## config.mk

```make
export PLATFORM = sky130hd
export DESIGN_NAME = absorb_sequencer
export DESIGN_NICKNAME = d
export VERILOG_FILES = /design/src/rtl/absorb_sequencer.sv
export SDC_FILE = /design/constraint.sdc
export NUM_CORES = 1
export LEC_CHECK = 0
export ABC_AREA = 1
export CAP_MARGIN = 20
export CELL_PAD_IN_SITES_DETAIL_PLACEMENT = 0
export CELL_PAD_IN_SITES_GLOBAL_PLACEMENT = 1
export CORE_MARGIN = 3
export CORE_UTILIZATION = 18
export DETAILED_ROUTE_END_ITERATION = 8
export PLACE_DENSITY = 0.86
export SYNTH_ARGS = -nofsm -noshare
export SYNTH_HDL_FRONTEND = slang
export SYNTH_SLANG_ARGS = --single-unit
```

## constraint.sdc

```tcl
create_clock -name clk -period 3.5 [get_ports clk]
set_clock_uncertainty 0.05 [all_clocks]
set_input_delay 0.35 -clock clk [delete_from_list [all_inputs] [get_ports clk]]
set_output_delay 0.35 -clock clk [all_outputs]
set_load 0.02 [all_outputs]
```

## src/rtl/absorb_sequencer.sv

```systemverilog
// Front end for padding_generator: forwards message words, fills the rate block with pad words,
// and sequences one Keccak-f run per block. Optional macro ABSORB_MODE_SEL_EN adds mode_sel (21-word blocks).
//  state       | meaning
//  S_IDLE      | waiting for start
//  S_ABSORB    | forwarding message words from din
//  S_PAD       | emitting all-pad words until the block is full
//  S_WAIT_PERM | block handed off, waiting for perm_done
module absorb_sequencer #(
   parameter int RATE_WORDS = 17,
   localparam int W = 64,
   localparam int WBW = 3
) (
   input  logic           clk,
   input  logic           rst,
   input  logic           start,
`ifdef ABSORB_MODE_SEL_EN
   input  logic           mode_sel,
`endif
   input  logic [W-1:0]   din,
   input  logic           din_valid,
   input  logic           din_last,
   input  logic [WBW:0]   din_bytes,
   output logic           din_ready,
   output logic [W-1:0]   data_out,
   output logic [WBW:0]   remaining_valid_bytes,
   output logic           padding_enable,
   output logic           last_word_in_block,
   output logic           padding_reset,
   output logic           out_valid,
   input  logic           out_ready,
   output logic           perm_start,
   input  logic           perm_done,
   output logic           absorb_done
);

   typedef enum logic [1:0] {S_IDLE, S_ABSORB, S_PAD, S_WAIT_PERM} state_t;

   state_t       state_q, state_d;
   logic [4:0]   cnt_q, cnt_d;
   logic         final_q, final_d;
   logic         pend_q, pend_d;
   logic [4:0]   blk_last;
   logic [WBW:0] bytes_eff;
   logic         short_last;
   logic         at_end;
   logic         xfer;

`ifdef ABSORB_MODE_SEL_EN
   logic [4:0] len_q, len_d;

   assign len_d = (state_q == S_IDLE && start) ? (mode_sel ? 5'd21 : 5'(RATE_WORDS)) : len_q;

   always_ff @(posedge clk or posedge rst) begin
      if (rst) len_q <= 5'(RATE_WORDS);
      else     len_q <= len_d;
   end

   assign blk_last = len_q - 5'd1;
`else
   assign blk_last = 5'(RATE_WORDS - 1);
`endif

   // Over-range byte counts saturate at a full word.
   assign bytes_eff  = (din_bytes > 4'd8) ? 4'd8 : din_bytes;
   assign short_last = din_last && (bytes_eff != 4'd8);
   assign at_end     = (cnt_q == blk_last);

   always_comb begin
      xfer = 1'b0;
      case (state_q)
         S_ABSORB: xfer = din_valid & out_ready;
         S_PAD:    xfer = out_ready;
         default:  xfer = 1'b0;
      endcase
   end

   always_ff @(posedge clk or posedge rst) begin
      if (rst) begin
         state_q <= S_IDLE;
         cnt_q   <= '0;
         final_q <= 1'b0;
         pend_q  <= 1'b0;
      end else begin
         state_q <= state_d;
         cnt_q   <= cnt_d;
         final_q <= final_d;
         pend_q  <= pend_d;
      end
   end

   always_comb begin
      state_d = state_q;
      cnt_d   = cnt_q;
      final_d = final_q;
      pend_d  = pend_q;
      case (state_q)
         S_IDLE: begin
            if (start) begin
               state_d = S_ABSORB;
               cnt_d   = '0;
               final_d = 1'b0;
               pend_d  = 1'b0;
            end
         end
         S_ABSORB: begin
            if (xfer) begin
               if (at_end) begin
                  cnt_d   = '0;
                  state_d = S_WAIT_PERM;
                  // A full final word at the block end still owes a whole pad block.
                  if (din_last) begin
                     if (short_last) final_d = 1'b1;
                     else            pend_d  = 1'b1;
                  end
               end else begin
                  cnt_d = cnt_q + 5'd1;
                  if (din_last) begin
                     final_d = 1'b1;
                     state_d = S_PAD;
                  end
               end
            end
         end
         S_PAD: begin
            if (xfer) begin
               final_d = 1'b1;
               if (at_end) begin
                  cnt_d   = '0;
                  state_d = S_WAIT_PERM;
               end else begin
                  cnt_d = cnt_q + 5'd1;
               end
            end
         end
         S_WAIT_PERM: begin
            if (perm_done) begin
               if (pend_q) begin
                  state_d = S_PAD;
                  pend_d  = 1'b0;
                  final_d = 1'b1;
               end else if (final_q) begin
                  state_d = S_IDLE;
               end else begin
                  state_d = S_ABSORB;
               end
            end
         end
         default: state_d = S_IDLE;
      endcase
   end

   always_comb begin
      data_out              = '0;
      remaining_valid_bytes = '0;
      padding_enable        = 1'b0;
      last_word_in_block    = 1'b0;
      out_valid             = 1'b0;
      din_ready             = 1'b0;
      case (state_q)
         S_ABSORB: begin
            data_out           = din;
            out_valid          = din_valid;
            din_ready          = out_ready;
            last_word_in_block = at_end;
            if (short_last) begin
               padding_enable        = 1'b1;
               remaining_valid_bytes = bytes_eff;
            end else begin
               remaining_valid_bytes = 4'd8;
            end
         end
         S_PAD: begin
            out_valid          = 1'b1;
            padding_enable     = 1'b1;
            last_word_in_block = at_end;
         end
         default: ;
      endcase
   end

   assign perm_start    = xfer & at_end;
   assign absorb_done   = (state_q == S_WAIT_PERM) && perm_done && final_q && !pend_q;
   assign padding_reset = ((state_q == S_IDLE) && start) || absorb_done;

endmodule

```

Yosys cells after proc, flatten, opt, wreduce, memory -nomap -nowiden
Index checks and enable logic that the tools add are counted.

Equality and inequality tests: 17. Bitwise operators: 2. Reduce and logical (&&, ||, !) cells: 15. Mux-type cells: 40. $add $sub $neg: 1. Magnitude comparators: 1.

Operators with widths (count): 2-to-1 mux 64 bit (1); 2-to-1 mux 1 bit (18); != test 2 bit, second input constant (9); 2-to-1 mux 2 bit (8); 2-to-1 mux 5 bit (3); AND reduction 7 bit (2); 2-to-1 mux 4 bit (3); one-hot mux 5 bit (2 select lines) (1); one-hot mux 2 bit (4 select lines) (1); != test 3 bit, second input constant (2); one-hot mux 1 bit (2 select lines) (3); AND reduction 6 bit (1); adder 5 x 1 -> 5 bit, second input constant (1); == test 5 bit, second input constant (1); logical AND 1 bit (5); == test 2 bit, second input constant (2); > comparator 4 bit, second input constant (1); != test 4 bit, second input constant (1); one-hot mux 1 bit (4 select lines) (1); one-hot mux 1 bit (3 select lines) (1); AND reduction 3 bit (1); nonzero test 3 bit (1); bitwise AND 1 bit (2); == test 2 x 1 -> 1 bit, second input constant (1); 6 further kinds (6).

Logic and storage cells: 80. Input bits: 75. Register bits after elaboration: 9. Output and inout port bits: 75.

Logic depth before layout (Yosys ltp)
Gate-level depths: netlist (run 1).

Depth in word-level cells: 9. Mapped depth: 11. Depth with buffers taken out: 10.

Worst setup path after synthesis (run 1)
OpenSTA, ideal clock, no wires.

Kind: flip-flop to output port. Start: reg state_q[0]. End: out perm_start. Arrival: 1481 ps. Slack: 1619 ps. Path buffers: 1. Data required time: 3100 ps. Cell stages (with the launch flop): 8. Cells stage by stage: dfrtp_1 > inv_1 > ha_1 > buf_4 > inv_2 > a21oi_2 > nand3b_1 > inv_1.

Word-level cells in the longest chain between the ends: 3. Elaborated cells on any way between the ends: 4. Those cells by class: eq/ne: 2; mux: 1; bitwise: 1.

Ends and longest elaborated chain: start: declaration (line 38) `state_t state_q, state_d;`; start signal: assignment (line 84) `state_q <= state_d;`; == test 2 bit or == test 2 x 1 -> 1 bit (tied branches) (line 70) `case (state_q)`; one-hot mux 1 bit (2 select lines) * (line 70); bitwise AND 1 bit * (line 181) `assign perm_start = xfer & at_end;`; end: declaration (line 31) `output logic perm_start,`.

Every way passes the cells marked *; elsewhere a longest branch is shown, timed or not.

Final worst setup path (run 1)
Start: reg state_q[1]. End: out padding_enable.

Word-level cells in the longest chain between the ends: 2. Elaborated cells on any way between the ends: 3. Those cells by class: eq/ne: 2; mux: 1.

Ends and longest elaborated chain: == test 2 bit or == test 2 x 1 -> 1 bit (tied branches) (line 159) `case (state_q)`; one-hot mux 1 bit (2 select lines) * (line 159); end: declaration (line 26) `output logic padding_enable,`.

Marks and branches as above.

==> key figures, run 1 <==
Status
  • Status: finished clean

Timing
  • Worst slew pin tran: between 400 and 500 ps
  • # setup viols final: 0
  • Final period util: about four fifths
  • Relative slew slack: between 70% and 80%
  • RSZ-0062 raised after global routing: no
  • Slew Viols, Final: 0
  • Final Hold Fails: 0
  • Final setup margin: around 660 ps
  • Setup_tns: 0 ps
  • Fmax: about 0.35 GHz
  • Final min period: ~2800 ps

Synth
  • Sequential fraction of the synthesis area: 16.0%
  • Compound-Gate Fraction of Synth Area: between 10% and 20%
  • Commonest cells in the netlist: nand2_1, inv_1, nor2_1, dfrtp_1, nand3_1
  • Syn_area_per_cell: 5.25 µm²
  • Async set-reset flop share out of synthesis: 100%
  • Adder and majority gate portion of the synthesized area: 6.22%
  • Cell taking the most area after synthesis: nand2_1
  • Synth Cell Area: roughly 0.0014 mm²
  • Yosys warning count: 0
  • Net Count, Synth: 350
  • Main combinational cell family by area after synthesis: simple AND/OR/NAND/NOR gates
  • Synth cell types: 27
  • Yosys top cell area share: approximately a quarter
  • Number of flops mapped to enable cells by yosys: 0
  • Synth Area in Simple Gates: about two fifths
  • Area contributors post-synth: nand2_1, inv_1, dfrtp_1
  • Cell with the most instances after synthesis: nand2_1
  • Most used DFF post-synth: dfrtp_1
  • Yosys reg bits: 9
  • Synth Area in XOR/XNOR: 0%
  • Syn Inst Count: 268
  • Post-synthesis mux area share: 0%

Floorplanning
  • IO Pins: 150
  • Initial Util: between 10% and 20%
  • Std cell rows: 31
  • Die area: 0.00892 mm²
  • Die Span X: about 94 µm
  • Core outline area: 0.00741 mm²
  • Die Y: between 90 and 100 µm

Placement
  • Placer congestion estimate: roughly 0.77
  • HPWL after DPL: roughly 4.7 mm
  • Placed cell area: between 0.002 and 0.003 mm²
  • Worst slack at placement: ~900 ps
  • Placed cell count: 509
  • I/O Buffers: roughly 150

Routing
  • Routed len/inst: roughly 11 µm
  • WL met1: between 2 and 2.5 mm
  • Drt drc: 0
  • Avg Vias per Cell: 3.78
  • DRT iter0 DRCs: a little over 60
  • Vias: just under 2000
  • Met2 wire len: 2.70 mm
  • Top Metal Used: met4
  • WL met3: between 400 and 500 µm
  • Post-route ant nets: 0
  • Final WL: between 5 and 6 mm
  • Detailed Routing Iterations Pass 1: 4

Clock tree
  • Worst-path clk slew: about 50 ps
  • CTS root buffer: clkbuf_8
  • Clock Sinks: 9
  • Cts bufs inserted: 3
  • Clock buffer depth: 2
  • H-tree levels: 1
  • Hold_buf cts: 0
  • Skew-Pair Late Insertion Delay: around 230 ps
  • Post-CTS setup buffer count: 0
  • Cts repair resizes: 0
  • CTS tree: built

Critical path
  • Critical Path Most Common Cell: inv_1
  • Critical Path End Type: primary output
  • Critical path peak fanout: 19
  • Crit-path cells: inv_1 -> ha_2 -> inv_2 -> nor2_1 -> inv_1 -> a21oi_1 -> clkdlybuf4s50_1
  • Setup Crit Path Kind: reg2out
  • Crit path DAT: roughly 2400 ps
  • Slowest-stage cell, CP: clkdlybuf4s50_1
  • Slowest stage delay, CP: between 600 and 700 ps
  • Worst Path Required: 3100 ps
  • Worst Setup Start Kind: flip-flop
  • Reg2reg path depth: 9

Pwr
  • Pwr dens: roughly 700 mW/mm²
  • Comb power frac: between 80% and 90%
  • Sequential share of power: 10.0%
  • Pint: 0.986 mW
  • Leak: approximately 1.7 nW
  • Clk network pwr share: 5.7%
  • Sw Ratio: between 50% and 60%
  • Psw: between 1 and 1.5 mW
  • Peak supply drop: a little under 0.2 mV

Cells and area
  • Layout cells sized above 1: just over 5%
  • Nets: 497
  • Non-filler instance count after layout: 513
  • Design Area, Final: a little over 0.003 mm²
  • Antenna cells: 0
  • Core Util, Final: approximately 40%
  • Synthesis-to-finish area growth: 116%

Global route
  • Pin count of the biggest net entering global routing: 31
  • Antenna violations before repair: 0
  • Total GRT Usage: 11.2%
  • First-pass GRT wire length: slightly above 8 mm
  • Total gr overflow: 0
  • Vias in the first global route: about 1700

Hold path
  • Worst Hold Class: in2async

Flow run
  • Max-Cap Viols: 0
-- kinds of logic (layout without fill, tap and decap cells) --
logic type      Yosys count  after routing
compound gates           23             23
fa+ha+maj                 7              7
buf+inv                  98            244
flops                     9              9
simple gates            131            131
-- layout by cell type (no fill, tap or decap), types with 2 or more instances in the layout --
master and n:
nand3_1 8, inv_1 85, inv_2 3, nor2_1 14
o21ai_0 5, clkdlybuf4s50_1 149, buf_4 2, clkbuf_8 3
nand2_4 4, o21ai_2 3, a21oi_2 2, ha_1 6
a21oi_1 4, dfrtp_1 9, o21ai_1 5, nand2_1 98
nand4_1 3
-- layout make-up --
| class | instances | area, µm² |
|---|---|---|
| fill | 761 | 4370 |
| timing repair buffer | 151 | 1510 |
| multi-input combinational | 161 | 800 |
| inverter | 89 | 334 |
| sequential | 9 | 225 |
| tap | 99 | 124 |
| clock buffer | 4 | 45.0 |
-- power by group through the flow --
stage / Sequential (mW) / Combinational (mW) / Clock (mW)
CTS: 0.210 / 1.80 / 0.123
global route: 0.218 / 1.94 / 0.130
global placement: 0.208 / 1.78 / 0
detailed placement: 0.211 / 1.79 / 0
floorplan: 0.197 / 1.09 / 0
finish: 0.212 / 1.78 / 0.121
-- worst max-delay path: cells and delay by family, from the launching register on --
family | cells | cell delay [ps]
compound gates | 1 | 170
fa+ha+maj | 1 | 490
buf+inv | 4 | 970
flops | 1 | 400
simple gates | 1 | 170
-- registers in the layout (all words and copies together), names as in the netlist --
signal   flops
cnt_q        5
state_q      2
final_q      1
pend_q       1
-- through the flow --
step,hold slack [ps],power (mW)
floorplan,128,1.28
global placement,443,1.99
detailed placement,452,2.00
CTS,362,2.13
global route,391,2.29
finish,342,2.11
-- final timing paths --
kind / startpoint / endpoint / slack (ps)
worst min register to register: pend_q / pend_q / 460
worst max register to register: state_q[1] / cnt_q[2] / 1660
worst max-delay path: state_q[1] / padding_enable / 660
max in group asynchronous: rst / final_q / 2780
min in group clk: pend_q / pend_q / 460
worst min-delay path: rst / cnt_q[3] / 340
-- routing by layer --
| metal | vias to the layer above | track usage (%) |
|---|---|---|
| met4 | 0 | 1.93 |
| met5 | - | 0 |
| met1 | 806 | 14.3 |
| li1 | 1045 | - |
| met2 | 83 | 19.1 |
| met3 | 4 | 3.19 |
No activity file was read; power rests on OpenSTA's default activity.
==> run 2, diff against run 1 <==
--- a/config.mk
+++ b/config.mk
@@ -10,9 +10,9 @@
 export CELL_PAD_IN_SITES_DETAIL_PLACEMENT = 0
 export CELL_PAD_IN_SITES_GLOBAL_PLACEMENT = 1
 export CORE_MARGIN = 3
-export CORE_UTILIZATION = 18
+export CORE_UTILIZATION = 15
 export DETAILED_ROUTE_END_ITERATION = 8
-export PLACE_DENSITY = 0.86
+export PLACE_DENSITY = 0.76
 export SYNTH_ARGS = -nofsm -noshare
 export SYNTH_HDL_FRONTEND = slang
 export SYNTH_SLANG_ARGS = --single-unit
==> constraint.sdc (replaced) <==
create_clock -name clk -period 2.45 [get_ports clk]
set_clock_uncertainty 0.05 [all_clocks]
set_input_delay 0.245 -clock clk [delete_from_list [all_inputs] [get_ports clk]]
set_output_delay 0.245 -clock clk [all_outputs]
set_load 0.02 [all_outputs]
==> key figures, run 2 (same netlist as run 1, synthesis figures left out) <==
Critical path
  • Reg2reg path depth: 8
  • Worst Path Required: about 2200 ps
  • Worst r2r dst: state_q[1]
  • Critical R2R Launch: state_q[0]
  • Slowest-stage cell, CP: clkdlybuf4s50_1
  • CP bufs+invs: 4
  • Worst R2R Setup Slack: 850 ps
  • Crit-path cells: inv_2 -> ha_4 -> buf_6 -> nand2_1 -> inv_1 -> clkdlybuf4s50_1
  • Setup Crit Path Kind: reg2out
  • Crit path DAT: 1980 ps
  • Critical Path End Type: primary output
  • Worst Setup Start Kind: flip-flop
  • CP top delay family: buffers and inverters
  • Critical path peak fanout: 38
  • Slowest stage delay, CP: 600 ps

Cells and area
  • Commonest non-fill, non-tap cell in the layout: clkdlybuf4s50_1
  • Non-filler instance count after layout: around 520
  • Largest registers: cnt_q x5, state_q x2
  • Nets: approximately 500
  • Biggest register: cnt_q
  • Largest register FFs: 5
  • Antenna cells: 0
  • Synthesis-to-finish area growth: 119%
  • Commonest cells after routing, fill and taps aside: clkdlybuf4s50_1, nand2_1, inv_1
  • Layout cells sized above 1: 6.49%

Routing
  • DRT iter0 DRCs: 62
  • Vias: about 2000
  • Post-route ant nets: 0
  • Routed len/inst: about 11 µm
  • Drt drc: 0
  • Final WL: around 5.5 mm
  • Avg Vias per Cell: ~3.7
  • Detailed Routing Iterations Pass 1: 4

Pwr
  • Pwr dens: roughly 1000 mW/mm²
  • Peak supply drop: around 0.24 mV
  • Overall power: around 3.1 mW
  • Leak: between 1.5 and 2 nW

Timing
  • # setup viols final: 0
  • RSZ-0062 raised after global routing: no
  • Final Hold Fails: 0
  • Relative slew slack: between 70 and 80%
  • Setup_tns: 0 ps
  • Final setup margin: 172 ps
  • Slew Viols, Final: 0
  • Final min period: 2280 ps
  • Fmax: between 0.4 and 0.5 GHz
  • Final period util: between 90% and 100%
  • Worst slew pin tran: 367 ps

Global route
  • First-pass GRT wire length: between 7 and 8 mm
  • Antenna violations before repair: 0
  • Total GRT Usage: 9.25%
  • Vias in the first global route: around 1700
  • Pin count of the biggest net entering global routing: 39
  • Total gr overflow: 0

Clock tree
  • Clock Sinks: 9
  • Skew-Pair Late Insertion Delay: between 200 and 250 ps
  • Cts bufs inserted: 3
  • Worst-path clk slew: 50 ps
  • Clock buffer depth: 2
  • H-tree levels: 1
  • CTS tree: built
  • CTS root buffer: clkbuf_8

Placement
  • I/O Buffers: approximately 150
  • HPWL after DPL: about 4.8 mm
  • Placer congestion estimate: approximately 0.80
  • Placed cell count: 520
  • Worst slack at placement: 182 ps

Status
  • Status: finished clean

Hold path
  • Worst Hold Class: in2async

Floorplanning
  • Initial Util: about 16%
  • Die area: 0.0106 mm²
  • Std cell rows: 34
  • Core outline area: just under 0.009 mm²
  • Die Span X: 103 µm
  • IO Pins: 150
  • Die Y: ~100 µm

Flow run
  • Max-Cap Viols: 0
[run 2: worst max-delay path by stage]
stage / startpoint / end / cells past startpoint
6_report: state_q[1] / data_out[41] / 6
5_1_grt: state_q[1] / remaining_valid_bytes[2] / 7
4_1_cts: state_q[1] / data_out[7] / 6
3_5_place_dp: state_q[1] / data_out[7] / 6
3_3_place_gp: state_q[1] / data_out[7] / 6
2_1_floorplan: state_q[0] / perm_start / 7
[run 2: through the flow]
stage               util, %  hold WS (ps)  instance area (µm²)
floorplan                 -          22.9                 1410
global placement       33.8           445                 3020
detailed placement     33.8           458                 3020
CTS                    34.3           238                 3070
global route           34.6           268                 3090
finish                 34.6           226                 3090
[run 2: layer usage]
layer | global-route usage (%) | part of all wire, %
met5 | 0 | 0
met4 | 2.39 | 0.56
met3 | 2.71 | 11
met2 | 15.6 | 47
met1 | 11.5 | 41
[run 2: area by class of cell]
cell class	count	area (µm²)
clock inverters	1	5.00
multi-input cells	161	812
fillers	958	5840
clock buffers	3	41.3
flip-flops and latches	9	226
repair buffers	153	1540
well taps	108	135
inverters	89	334
[run 2: repair_timing]
item,CTS,global route
setup endpoints to repair,41,69
endpoints found under the hold margin,0,0
resized for setup,3,7
cloned,0,0
setup buffers,0,0
hold buffers,0,0
[run 2: worst reg2reg max path: stages (launching register included)]
cell     delay (ps)
dfrtp_2         410
inv_1           100
ha_1            310
buf_4           170
nand3_4         110
o21ai_0          90
nand3_1         120
nand2_1          70
nand2_1          50
[run 2: power breakdown]
| group | switching [mW] | internal, mW | leakage, nW |
|---|---|---|---|
| Sequential | 0.0886 | 0.220 | 0.116 |
| Clock | 0.0632 | 0.111 | 0.0255 |
| Combinational | 1.47 | 1.12 | 1.65 |
